===== config.mk =====
export PLATFORM = sky130hd
export DESIGN_NAME = term_tx_sched
export DESIGN_NICKNAME = d
export VERILOG_FILES = /design/src/rtl/term_tx_sched.sv
export SDC_FILE = /design/constraint.sdc
export NUM_CORES = 1
export LEC_CHECK = 0
export ABC_AREA = 1
export CAP_MARGIN = 15
export CORE_MARGIN = 2
export CORE_UTILIZATION = 44
export DETAILED_ROUTE_END_ITERATION = 6
export GPL_TIMING_DRIVEN = 1
export MAX_ROUTING_LAYER = met4
export PLACE_DENSITY = 0.82
export SYNTH_ARGS = -nofsm -noshare
export SYNTH_HDL_FRONTEND = slang
export SYNTH_SLANG_ARGS = --single-unit

===== constraint.sdc =====
create_clock -name clk -period 1.9 [get_ports clk]
set_input_delay 0.475 -clock clk [delete_from_list [all_inputs] [get_ports clk]]
set_output_delay 0.475 -clock clk [all_outputs]
set_load 0.005 [all_outputs]

===== src/rtl/term_tx_sched.sv =====
// Two-source UART byte scheduler: echo bytes win over refresh bytes, with refresh
// forced through after BURST_MAX echoes in a row. Optional macro TERM_TX_SCHED_STATS_EN adds tx_count.
module term_tx_sched #(
   parameter int BURST_MAX = 8
) (
   input  logic       clk,
   input  logic       rst,
   input  logic [7:0] echo_data,
   input  logic       echo_v,
   output logic       echo_rdy,
   input  logic [7:0] rfsh_data,
   input  logic       rfsh_v,
   output logic       rfsh_rdy,
   output logic [7:0] tx_data,
   output logic       tx_v,
   input  logic       tx_rdy
`ifdef TERM_TX_SCHED_STATS_EN
   ,
   output logic [15:0] tx_count
`endif
);

   typedef enum logic {IDLE, GUARD} state_t;

   localparam logic [3:0] BURST_LIM = 4'(BURST_MAX);

   state_t     r_state;
   state_t     w_state_nxt;
   logic [3:0] r_echo_run;
   logic [3:0] w_run_nxt;
   logic       w_grant;
   logic       w_echo_win;
   logic       w_rfsh_win;
   logic       r_tx_v;
   logic       r_echo_rdy;
   logic       r_rfsh_rdy;
   logic [7:0] r_tx_data;

   // NOTE: sequential state uses non-blocking assignments so every register samples pre-edge values.
   always_ff @(posedge clk) begin
      if (!rst) r_state <= IDLE;
      else      r_state <= w_state_nxt;
   end

   // NOTE: each combinational output gets a default first, so no path can infer a latch.
   always_comb begin
      w_state_nxt = r_state;
      case (r_state)
         IDLE:    if (w_grant) w_state_nxt = GUARD;
         GUARD:   w_state_nxt = IDLE;
         default: w_state_nxt = IDLE;
      endcase
   end

   // Grant decision and burst-counter update; GUARD ignores every request.
   always_comb begin
      w_grant    = (r_state == IDLE) && tx_rdy && (echo_v || rfsh_v);
      w_echo_win = w_grant && echo_v && !(rfsh_v && (r_echo_run >= BURST_LIM));
      w_rfsh_win = w_grant && !w_echo_win;
      w_run_nxt  = r_echo_run;
      if (w_rfsh_win) begin
         w_run_nxt = 4'd0;
      end else if (w_echo_win) begin
         if (!rfsh_v)                    w_run_nxt = 4'd0;
         else if (r_echo_run < BURST_LIM) w_run_nxt = r_echo_run + 4'd1;
      end
   end

   always_ff @(posedge clk) begin
      if (!rst) begin
         r_tx_v     <= 1'b0;
         r_echo_rdy <= 1'b0;
         r_rfsh_rdy <= 1'b0;
         r_tx_data  <= 8'h00;
         r_echo_run <= 4'd0;
      end else begin
         r_tx_v     <= w_grant;
         r_echo_rdy <= w_echo_win;
         r_rfsh_rdy <= w_rfsh_win;
         r_echo_run <= w_run_nxt;
         if (w_grant) r_tx_data <= w_echo_win ? echo_data : rfsh_data;
      end
   end

   assign tx_v     = r_tx_v;
   assign echo_rdy = r_echo_rdy;
   assign rfsh_rdy = r_rfsh_rdy;
   assign tx_data  = r_tx_data;

`ifdef TERM_TX_SCHED_STATS_EN
   logic [15:0] r_tx_count;

   // Counts with the grant so the new value lands on the same edge as tx_v.
   always_ff @(posedge clk) begin
      if (!rst)         r_tx_count <= 16'h0000;
      else if (w_grant) r_tx_count <= r_tx_count + 16'h0001;
   end

   assign tx_count = r_tx_count;
`endif

endmodule


; Word-level counts from Yosys, hierarchy flattened
; Cells that the tools add are included.
; W data, S select, Z words.
[classes]
n_addsub = 1
n_eq_ne = 1
order_cmp = 2
bitwise = 2
mux = 5
n_reduce_logical = 11
[op_table]
columns = cell, n
row1 = $mux W4, 2
row2 = $mux W8, 1
row3 = $logic_and A1 B1 Y1, 6
row4 = $add A4 B1 Y4 const B, 1
row5 = $ge A4 B4 Y1 const B, 1
row6 = $lt A4 B4 Y1 const B, 1
row7 = $logic_not A1 Y1, 2
row8 = $ne A2 B1 Y1 const B, 1
row9 = $not A1 Y1, 2
row10 = $pmux W1 S2, 1
row11 = $reduce_and A2 Y1, 1
row12 = $reduce_or A2 Y1, 1
row13 = $logic_or A1 B1 Y1, 1
row14 = $mux W1, 1
[word_totals]
ff_bits = 16
wordCells = 28

; Logic depth before layout (Yosys ltp)
; Gate-level depths: netlist (run 1).
[logic_depth]
depth_word = 8
ltp_mapped = 8
ltp_nobuf = 7

; Worst setup path after synthesis (run 1)
; No wires, ideal clock.
[synth_path]
path_kind = input-to-reg
start = input tx_rdy
end = register r_echo_run[2]
slack_ns = 0.720
setup_time_ns = 0.114
arrival_time_ns = 1.066
required_ns = 1.786
path_stages = 6
path_cell_list = inv_1 nor2_2 buf_2 o211ai_1 nand2_1 a21oi_2
[synth_between]
elab_chain_len = 7
[synth_lines]
columns = item, line_no
row1 = start: declaration, 16  ; input logic tx_rdy
row2 = $logic_and A1 B1 Y1 * (2 in a row), 57  ; w_grant = (r_state == IDLE) && tx_rdy && (echo_v || rfsh_v);
row3 = $logic_and A1 B1 Y1 (2 in a row), 58  ; w_echo_win = w_grant && echo_v && !(rfsh_v && (r_echo_run >= BURST_LIM));
row4 = $logic_not A1 Y1, 59  ; w_rfsh_win = w_grant && !w_echo_win;
row5 = $logic_and A1 B1 Y1, 59
row6 = $reduce_or A2 Y1 (no source line), -
row7 = end signal: assignment, 80  ; r_echo_run <= w_run_nxt;
row8 = end: declaration, 29  ; logic [3:0] r_echo_run;
; Mark *: on every way between the ends. The rest lies on a longest branch, timed or not.
; A chain may end at the register's enable or synchronous reset.

; Worst setup path after layout (run 1)
[layout_path]
start = register r_tx_data[1] (netlist: tx_data[1])
end = output tx_data[1]
[layout_rtl]
columns = item, line_no
row1 = start: declaration, 37  ; logic [7:0] r_tx_data;
row2 = start signal: assignment, 81  ; if (w_grant) r_tx_data <= w_echo_win ? echo_data : rfsh_data;
row3 = end: declaration, 14  ; output logic [7:0] tx_data,
; No word-level cell between the ends.

==> results.json, run 1 <==
{
  "outcome": "complete, no violations",
  "rr_worst_depth": 6,
  "setup_ws_ps": 274,
  "relSlewSlack_pct": 79.2,
  "power.density_nw_per_um2": 596,
  "cts-hold-fix-buffers": 0,
  "cts_inserted_buffers": 3,
  "synth_area_leaders": "dfxtp_1 41%, nand2_1 28%, nand4_1 6.3%",
  "vias": 814,
  "yosysMostFrequentCell": "nand2_1",
  "drc": 0,
  "synthCells": 118,
  "whs_path_depth": 2,
  "die_h_um": 46.3,
  "place_inst": 174,
  "cap_violations": 0,
  "htree_levels": 1,
  "worstPathCellList": "clkdlybuf4s50_1",
  "p_total_uw": 684,
  "hold_viol": 0,
  "drt_first_pass_iters": 4,
  "core_um2": 1710,
  "cts_tree": "yes",
  "synth-edff-count": 0,
  "ant_nets": 0,
  "cpPeakStageDelay_ps": 500,
  "fp.dieW_um": 46.3,
  "critPathCaptureType": "primary output",
  "avgViaCountPerCell": 4.60,
  "synth_top_area_share_pct": 40.6,
  "drt_iter0_drc": 6,
  "cp_max_fo": 2,
  "routed_wl_um": 1820,
  "yosysTopAreaCell": "dfxtp_1",
  "start_util_pct": 46.2,
  "setup_tns_ps": 0,
  "cts_setup_buffers": 0,
  "worstMarginPinSlew_ps": 310,
  "drive_gt1_share_pct": 10.5,
  "grt_pass1_wl_um": 2930,
  "hp-class": "reg2reg",
  "min_to": "tx_data[6]",
  "timing.rr.start": "r_state",
  "grt_overflow": 0,
  "synth.distinct_cells": 17,
  "critical_path_buf_inv_count": 1,
  "ys_ff_latch": 16,
  "crit_arrival_ps": 1150,
  "clock_latency_ps": 280,
  "ys.flop_type": "dfxtp_1",
  "yosys-top-cells-count": "58 x nand2_1, 16 x dfxtp_1, 10 x inv_1, 8 x nand4_1, 7 x nor2_1",
  "clock-root-buffer": "clkbuf_4",
  "design_area_um2": 1150,
  "layout_min_cycle_time_ps": 1630,
  "p_leak_nw": 0.567,
  "seq_area_frac_synth_pct": 40.6,
  "critPathTopFamily": "buffers and inverters",
  "required_ps": 1420,
  "finClkSkew_ps": 4.29,
  "syn_avg_cell_area_um2": 6.68,
  "fin_cells": 177,
  "gp_routability_congestion": 0.859,
  "ir_worst_vdd_uv": 332,
  "hpwl_um": 1450,
  "critical_path_cell_count": 1,
  "path_clk_slew_ps": 100,
  "cp_slowest_cell": "clkdlybuf4s50_1",
  "r2r-end": "tx_data[6]",
  "fin_crit_sh_pct": 85.6,
  "n_antenna_cell": 0,
  "synth_nets": 140,
  "cts_resized": 0,
  "fmax_mhz": 615,
  "synth-warning-count": 0,
  "path_class": "reg2out",
  "grt_setup_unrepaired": "false",
  "post-place-ws_ps": 64.5,
  "grt_max_degree": 12,
  "clock_path_buffers": 2,
  "cp-start-kind": "register",
  "grt_usage_pct": 19.7,
  "grt_pass1_vias": 727,
  "routedWlPerCell_um": 10.3,
  "ys_async_sr_fraction_pct": 0,
  "finalSetupViolations": 0,
  "dpl_cell_area_um2": 1120,
  "die_area_um2": 2150,
  "fin_nets": 176,
  "row_count": 15,
  "pin_count": 32,
  "portBuffers": 31,
  "min-delay-start": "tx_data[6]",
  "area_growth_pct": 45.6,
  "slew_viol_final": 0,
  "cts.sinks": 16,
  "syn_area_um2": 788,
  "r2r_setup_slack_ps": 730,
  "antenna_found_initial": 0
}
cell usage in the layout, fill, tap and decap left out, types with 2 or more instances in the layout:
master,netlist,final
nand2_1,58,58
clkdlybuf4s50_1,0,31
dfxtp_1,16,16
inv_1,10,10
nand4_1,8,8
nor2_1,7,7
nand3_1,4,4
inv_2,3,3
clkbuf_4,0,3
buf_4,0,3
nor2_2,2,2
final cells by class:
cell class | instances | area, um^2
Sequential cell | 16 | 320
Clock buffer | 3 | 22.5
Multi-Input combinational cell | 86 | 392
Tap cell | 25 | 31.3
Fill cell | 144 | 561
Timing Repair Buffer | 34 | 333
Inverter | 13 | 48.8
tightest hold or removal path, cell delays in order, from the launching register on:
cell and delay, ps:
dfxtp_1 320, nand2_1 60, nand2_1 40
worst max path at each step:
stage	to	slack (ps)	from
after floorplan	r_echo_run[2]	720	tx_rdy
after global placement	tx_data[4]	140	tx_rdy
after detailed placement	tx_data[6]	60	tx_rdy
after CTS	tx_data[0]	270	tx_data[0]
after global routing	tx_data[0]	240	tx_data[0]
final	tx_data[1]	270	tx_data[1]
state kept, by name (all words and copies together), names as in the netlist:
name	flops
tx_data	8
r_echo_run	4
echo_rdy	1
r_state	1
rfsh_rdy	1
tx_v	1
layer usage:
| metal | wire length (um) | track usage (%) | vias up | share of wire [%] |
|---|---|---|---|---|
| met4 | 0 | 6.86 | 0 | 0 |
| met3 | 53 | 3.53 | 0 | 2.9 |
| met5 | 0 | - | - | 0 |
| li1 | - | - | 437 | - |
| met2 | 973 | 35.0 | 16 | 54 |
| met1 | 788 | 21.7 | 361 | 43 |
power by group:
group / switching (mW) / internal, mW
clock network: 0.108 / 0.0736
registers: 0.00795 / 0.351
logic: 0.0625 / 0.0812
total: 0.178 / 0.506
cell families after synthesis:
logic type / share of synthesized area (%)
flops: 40.6
simple gates: 44.9
compound gates: 3.18
fa+ha+maj: 1.59
buf+inv: 9.68
stage by stage:
stage / utilization, % / hold slack [ps]
finish: 67.2 / 453
global placement: 65.9 / 435
CTS: 67.2 / 455
detailed placement: 65.9 / 438
floorplan: - / 446
global route: 67.2 / 472
(Power assumes the default switching activity.)
==> inputs of run 2 (changes only) <==
CELL_PAD_IN_SITES_DETAIL_PLACEMENT = 0   (was default)
CELL_PAD_IN_SITES_GLOBAL_PLACEMENT = 2   (was default)
CORE_UTILIZATION = 23   (was 44)
CTS_BUF_LIST = sky130_fd_sc_hd__clkbuf_8 sky130_fd_sc_hd__clkbuf_16   (was default)
PLACE_DENSITY = default   (was 0.82)
PLACE_DENSITY_LB_ADDON = 0.1   (was default)
==> run 2 against run 1 <==
Non-clock buffer count is 4 higher. Cell count is 15% higher. Utilization down 30 points. First-iteration DRC count increased to 3.3 times the previous value. Worst hold slack lost 2.9 ps. Sequential power hardly changed. Clock power grew 72%. Die area up 82%. Sequential share of layout area decreased by 2.0 points. Clock skew is 2.9 ps lower. Global-route usage fell by 7.8 points. Power is 20% higher. Critical path type is now in2reg. Largest cell class unchanged. Largest power group unchanged.
==> results.json, run 2 (synthesized netlist as in run 1, its figures left out) <==
{
  "outcome": "complete, no violations",
  "netSwitchingPower_uw": 201,
  "finClkSkew_ps": 1.44,
  "htree_levels": 1,
  "cts_setup_buffers": 0,
  "p_sw_share_pct": 24.4,
  "r2r_setup_slack_ps": 710,
  "p_total_uw": 823,
  "relSlewSlack_pct": 79.7,
  "drc": 0,
  "pin_count": 32,
  "worstMarginPinSlew_ps": 304,
  "mostFrequentLayoutCell": "nand2_1",
  "required_ps": 2050,
  "layout_common_cells": "58 x nand2_1, 31 x clkdlybuf4s50_1, 16 x dfxtp_1, 10 x inv_1, 8 x nand4_1",
  "cts_tree": "yes",
  "p_seq_share_pct": 43.7,
  "setup_ws_ps": 309,
  "p_comb_share_pct": 18.4,
  "p_leak_nw": 0.601,
  "avgViaCountPerCell": 4.04,
  "cts_resized": 0,
  "row_count": 21,
  "power.internal_uw": 622,
  "area_growth_pct": 56.8,
  "path_clk_slew_ps": 70,
  "core_um2": 3310,
  "layout_min_cycle_time_ps": 1590,
  "cp-start-kind": "input pin",
  "min-delay-start": "tx_data[7]",
  "cp_slowest_cell": "clkdlybuf4s50_1",
  "drive_gt1_share_pct": 13.4,
  "largest_reg_flops": 8,
  "post-place-ws_ps": 32.4,
  "hpwl_um": 1640,
  "die_h_um": 62.5,
  "finalSetupViolations": 0,
  "power.density_nw_per_um2": 666,
  "cts-hold-fix-buffers": 0,
  "grt_overflow": 0,
  "critPathTopFamily": "simple AND/OR/NAND/NOR gates",
  "r2r-end": "tx_data[0]",
  "fmax_mhz": 628,
  "worstPathCellList": "clkdlybuf4s50_1 -> inv_1 -> nor2_2 -> nand3_2 -> nand2_1 -> nand2_1 -> nand2_1 -> nand2_1",
  "grt_pass1_vias": 826,
  "fillers": 392,
  "ant_nets": 0,
  "fin_nets": 180,
  "antenna_found_initial": 0,
  "path_class": "in2reg",
  "clock_path_buffers": 2,
  "cp_max_fo": 11,
  "portBuffers": 31,
  "n_antenna_cell": 0,
  "crit_arrival_ps": 1740,
  "timing.rr.start": "r_state",
  "cap_violations": 0,
  "critical_path_buf_inv_count": 2,
  "cts.sinks": 16,
  "vias": 820,
  "routed_wl_um": 2100,
  "critPathMostFrequentCell": "nand2_1",
  "drt_first_pass_iters": 4,
  "critPathCaptureType": "register",
  "drt_iter0_drc": 20,
  "cpPeakStageDelay_ps": 470,
  "die_area_um2": 3910,
  "final_util_pct": 37.3,
  "setup_tns_ps": 0,
  "clkPwrFrac_pct": 37.9,
  "cts_inserted_buffers": 3,
  "grt_pass1_wl_um": 3580,
  "critical_path_cell_count": 8,
  "routedWlPerCell_um": 10.3,
  "hp-class": "reg2reg",
  "hold_viol": 0,
  "clock_latency_ps": 250,
  "rr_worst_depth": 6,
  "start_util_pct": 23.8,
  "grt_setup_unrepaired": "false",
  "fp.dieW_um": 62.5,
  "gp_routability_congestion": 0.717,
  "grt_max_degree": 12,
  "whs_path_depth": 2,
  "ir_worst_vdd_uv": 357,
  "min_to": "tx_data[7]",
  "grt_usage_pct": 11.9,
  "clock-root-buffer": "clkbuf_8",
  "slew_viol_final": 0,
  "fin_crit_sh_pct": 83.7
}
run 2: worst max path at each step:
stage,from,end
floorplan,tx_rdy,r_echo_run[2]
global placement,echo_v,tx_data[3]
detailed placement,tx_rdy,tx_data[0]
CTS,tx_rdy,tx_data[0]
global route,tx_rdy,tx_data[2]
finish,tx_rdy,tx_data[0]
run 2: metrics by stage:
step / instance area (um^2) / cells / hold WS [ps]
3_3_place_gp: 1180 / 199 / 438
2_1_floorplan: 788 / 118 / 446
4_1_cts: 1240 / 203 / 455
3_5_place_dp: 1180 / 199 / 440
6_report: 1240 / 203 / 450
5_1_grt: 1240 / 203 / 470
run 2: final cells by class:
class,instances,area [um^2],area share (%)
clock buffers,4,55.1,4.45
repair buffers,38,363,29.4
well taps,46,57.6,4.66
flip-flops and latches,16,320,25.9
inverters,13,48.8,3.95
multi-input cells,86,392,31.7
run 2: per-layer routing:
metal	track usage [%]	part of all wire (%)	vias up
li1	-	-	442
met1	14.6	46	350
met4	3.33	0.95	0
met3	3.42	6.8	2
met5	-	0	-
met2	19.0	46	26
run 2: power groups by stage:
stage	logic, mW	registers (mW)	clock network (mW)
2_1_floorplan	0.0610	0.368	0
3_3_place_gp	0.154	0.367	0
3_5_place_dp	0.153	0.367	0
4_1_cts	0.154	0.360	0.328
5_1_grt	0.168	0.361	0.340
6_report	0.151	0.359	0.312
run 2: tightest hold or removal path, stage by stage, from the launching register on:
cell and delay [ps]:
dfxtp_1 310, nand2_1 60, nand2_1 40
==> inputs of run 3 (changes only) <==
CORE_UTILIZATION = 21   (was 23)
clock period = 1.6 ns   (was 1.9 ns; I/O delays follow)
==> run 3 against run 2 <==
Clock power grew 19%. Sequential cell count is the same. Via count grew 5.2%. First-iteration DRC count grew to 2.9 times the previous value. Sequential share of layout area shrank 1.2 points. Cell area grew 5.1%. Clock skew grew 2.5 ps. Worst setup slack lost 210 ps. Largest power group unchanged.
==> results.json, run 3 (synthesized netlist as in run 1, its figures left out) <==
{
  "fmax_mhz": 666,
  "whs_path_depth": 2,
  "vias": 863,
  "critical_path_cell_count": 1,
  "finalSetupViolations": 0,
  "clock_path_buffers": 2,
  "r2r_setup_slack_ps": 430,
  "drt_iter0_drc": 58,
  "portBuffers": 31,
  "cp_slowest_cell": "clkdlybuf4s50_1",
  "layout_common_cells": "58 x nand2_1, 31 x clkdlybuf4s50_1, 16 x dfxtp_1, 15 x buf_4, 10 x inv_1",
  "die_h_um": 65.3,
  "crit_arrival_ps": 1100,
  "cts_resized": 0,
  "grt_max_degree": 10,
  "hp-class": "reg2reg",
  "clock-root-buffer": "clkbuf_8",
  "largest_reg_flops": 8,
  "fin_crit_sh_pct": 93.8,
  "min_to": "tx_data[5]",
  "ant_nets": 0,
  "cts-hold-fix-buffers": 0,
  "hpwl_um": 1750,
  "outcome": "complete, no violations",
  "cap_violations": 0,
  "rr_worst_depth": 7,
  "routedWlPerCell_um": 10.7,
  "fin_nets": 188,
  "grt_usage_pct": 12.0,
  "p_leak_nw": 0.639,
  "pin_count": 32,
  "grt_pass1_vias": 845,
  "dpl_cell_area_um2": 1240,
  "final_util_pct": 35.7,
  "setup_ws_ps": 99.4,
  "cpPeakStageDelay_ps": 500,
  "cts_inserted_buffers": 3,
  "power.density_nw_per_um2": 766,
  "grt_setup_unrepaired": "false",
  "critPathCaptureType": "primary output",
  "row_count": 22,
  "path_clk_slew_ps": 70,
  "design_area_um2": 1300,
  "hold_viol": 0,
  "n_antenna_cell": 0,
  "cp_max_fo": 2,
  "worstPathCellList": "clkdlybuf4s50_1",
  "timing.rr.start": "r_state",
  "drc": 0,
  "avgViaCountPerCell": 4.05,
  "fin_cells": 213,
  "p_total_uw": 995,
  "drt_first_pass_iters": 4,
  "routed_wl_um": 2290,
  "fin_hold_ws_ps": 456,
  "cts.sinks": 16,
  "fp.dieW_um": 65.3,
  "post-place-ws_ps": -153,
  "layout_min_cycle_time_ps": 1500,
  "grt_pass1_wl_um": 3760,
  "cts_tree": "yes",
  "required_ps": 1200,
  "grt_overflow": 0,
  "htree_levels": 1,
  "worstMarginPinSlew_ps": 288,
  "critPathTopFamily": "buffers and inverters",
  "ir_worst_vdd_uv": 331,
  "drive_gt1_share_pct": 17.6,
  "path_class": "reg2out",
  "mostFrequentLayoutCell": "nand2_1",
  "min-delay-start": "tx_data[5]",
  "critical_path_buf_inv_count": 1,
  "cp-start-kind": "register",
  "die_area_um2": 4260,
  "clock_latency_ps": 250,
  "gp_routability_congestion": 0.730,
  "r2r-end": "tx_data[7]",
  "core_um2": 3630,
  "area_growth_pct": 64.8,
  "antenna_found_initial": 0,
  "place_inst": 209,
  "fillers": 410,
  "relSlewSlack_pct": 80.7,
  "slew_viol_final": 0,
  "start_util_pct": 21.7,
  "cts_setup_buffers": 0,
  "finClkSkew_ps": 3.99,
  "setup_tns_ps": 0
}
-- run 3: layout make-up --
type / count / area, um^2 / share of cell area, %
Timing Repair Buffer: 46 / 423 / 32.6
Multi-Input combinational cell: 86 / 392 / 30.2
Sequential cell: 16 / 320 / 24.7
Tap cell: 48 / 60.1 / 4.62
Clock buffer: 4 / 55.1 / 4.24
Inverter: 13 / 48.8 / 3.76
-- run 3: how the worst max path moves through the flow --
stage / to / slack, ps / startpoint
after floorplan: r_echo_run[2] / 500 / tx_rdy
after global placement: tx_data[0] / -150 / tx_rdy
after detailed placement: tx_data[7] / -150 / tx_rdy
after CTS: tx_data[7] / 80 / tx_data[7]
after global routing: tx_data[3] / 7 / tx_rdy
final: tx_data[3] / 100 / tx_data[3]
-- run 3: where the power goes --
group	internal, mW	switching (mW)
clock	0.219	0.151
sequential	0.417	0.00968
combinational	0.116	0.0826
-- run 3: metal layers --
metal | vias to the layer above | part of all wire [%] | GRT usage (%)
met2 | 31 | 42 | 18.1
met1 | 368 | 50 | 15.2
li1 | 460 | - | -
met3 | 4 | 6.3 | 2.23
met4 | 0 | 1.5 | 6.25
met5 | - | 0 | -
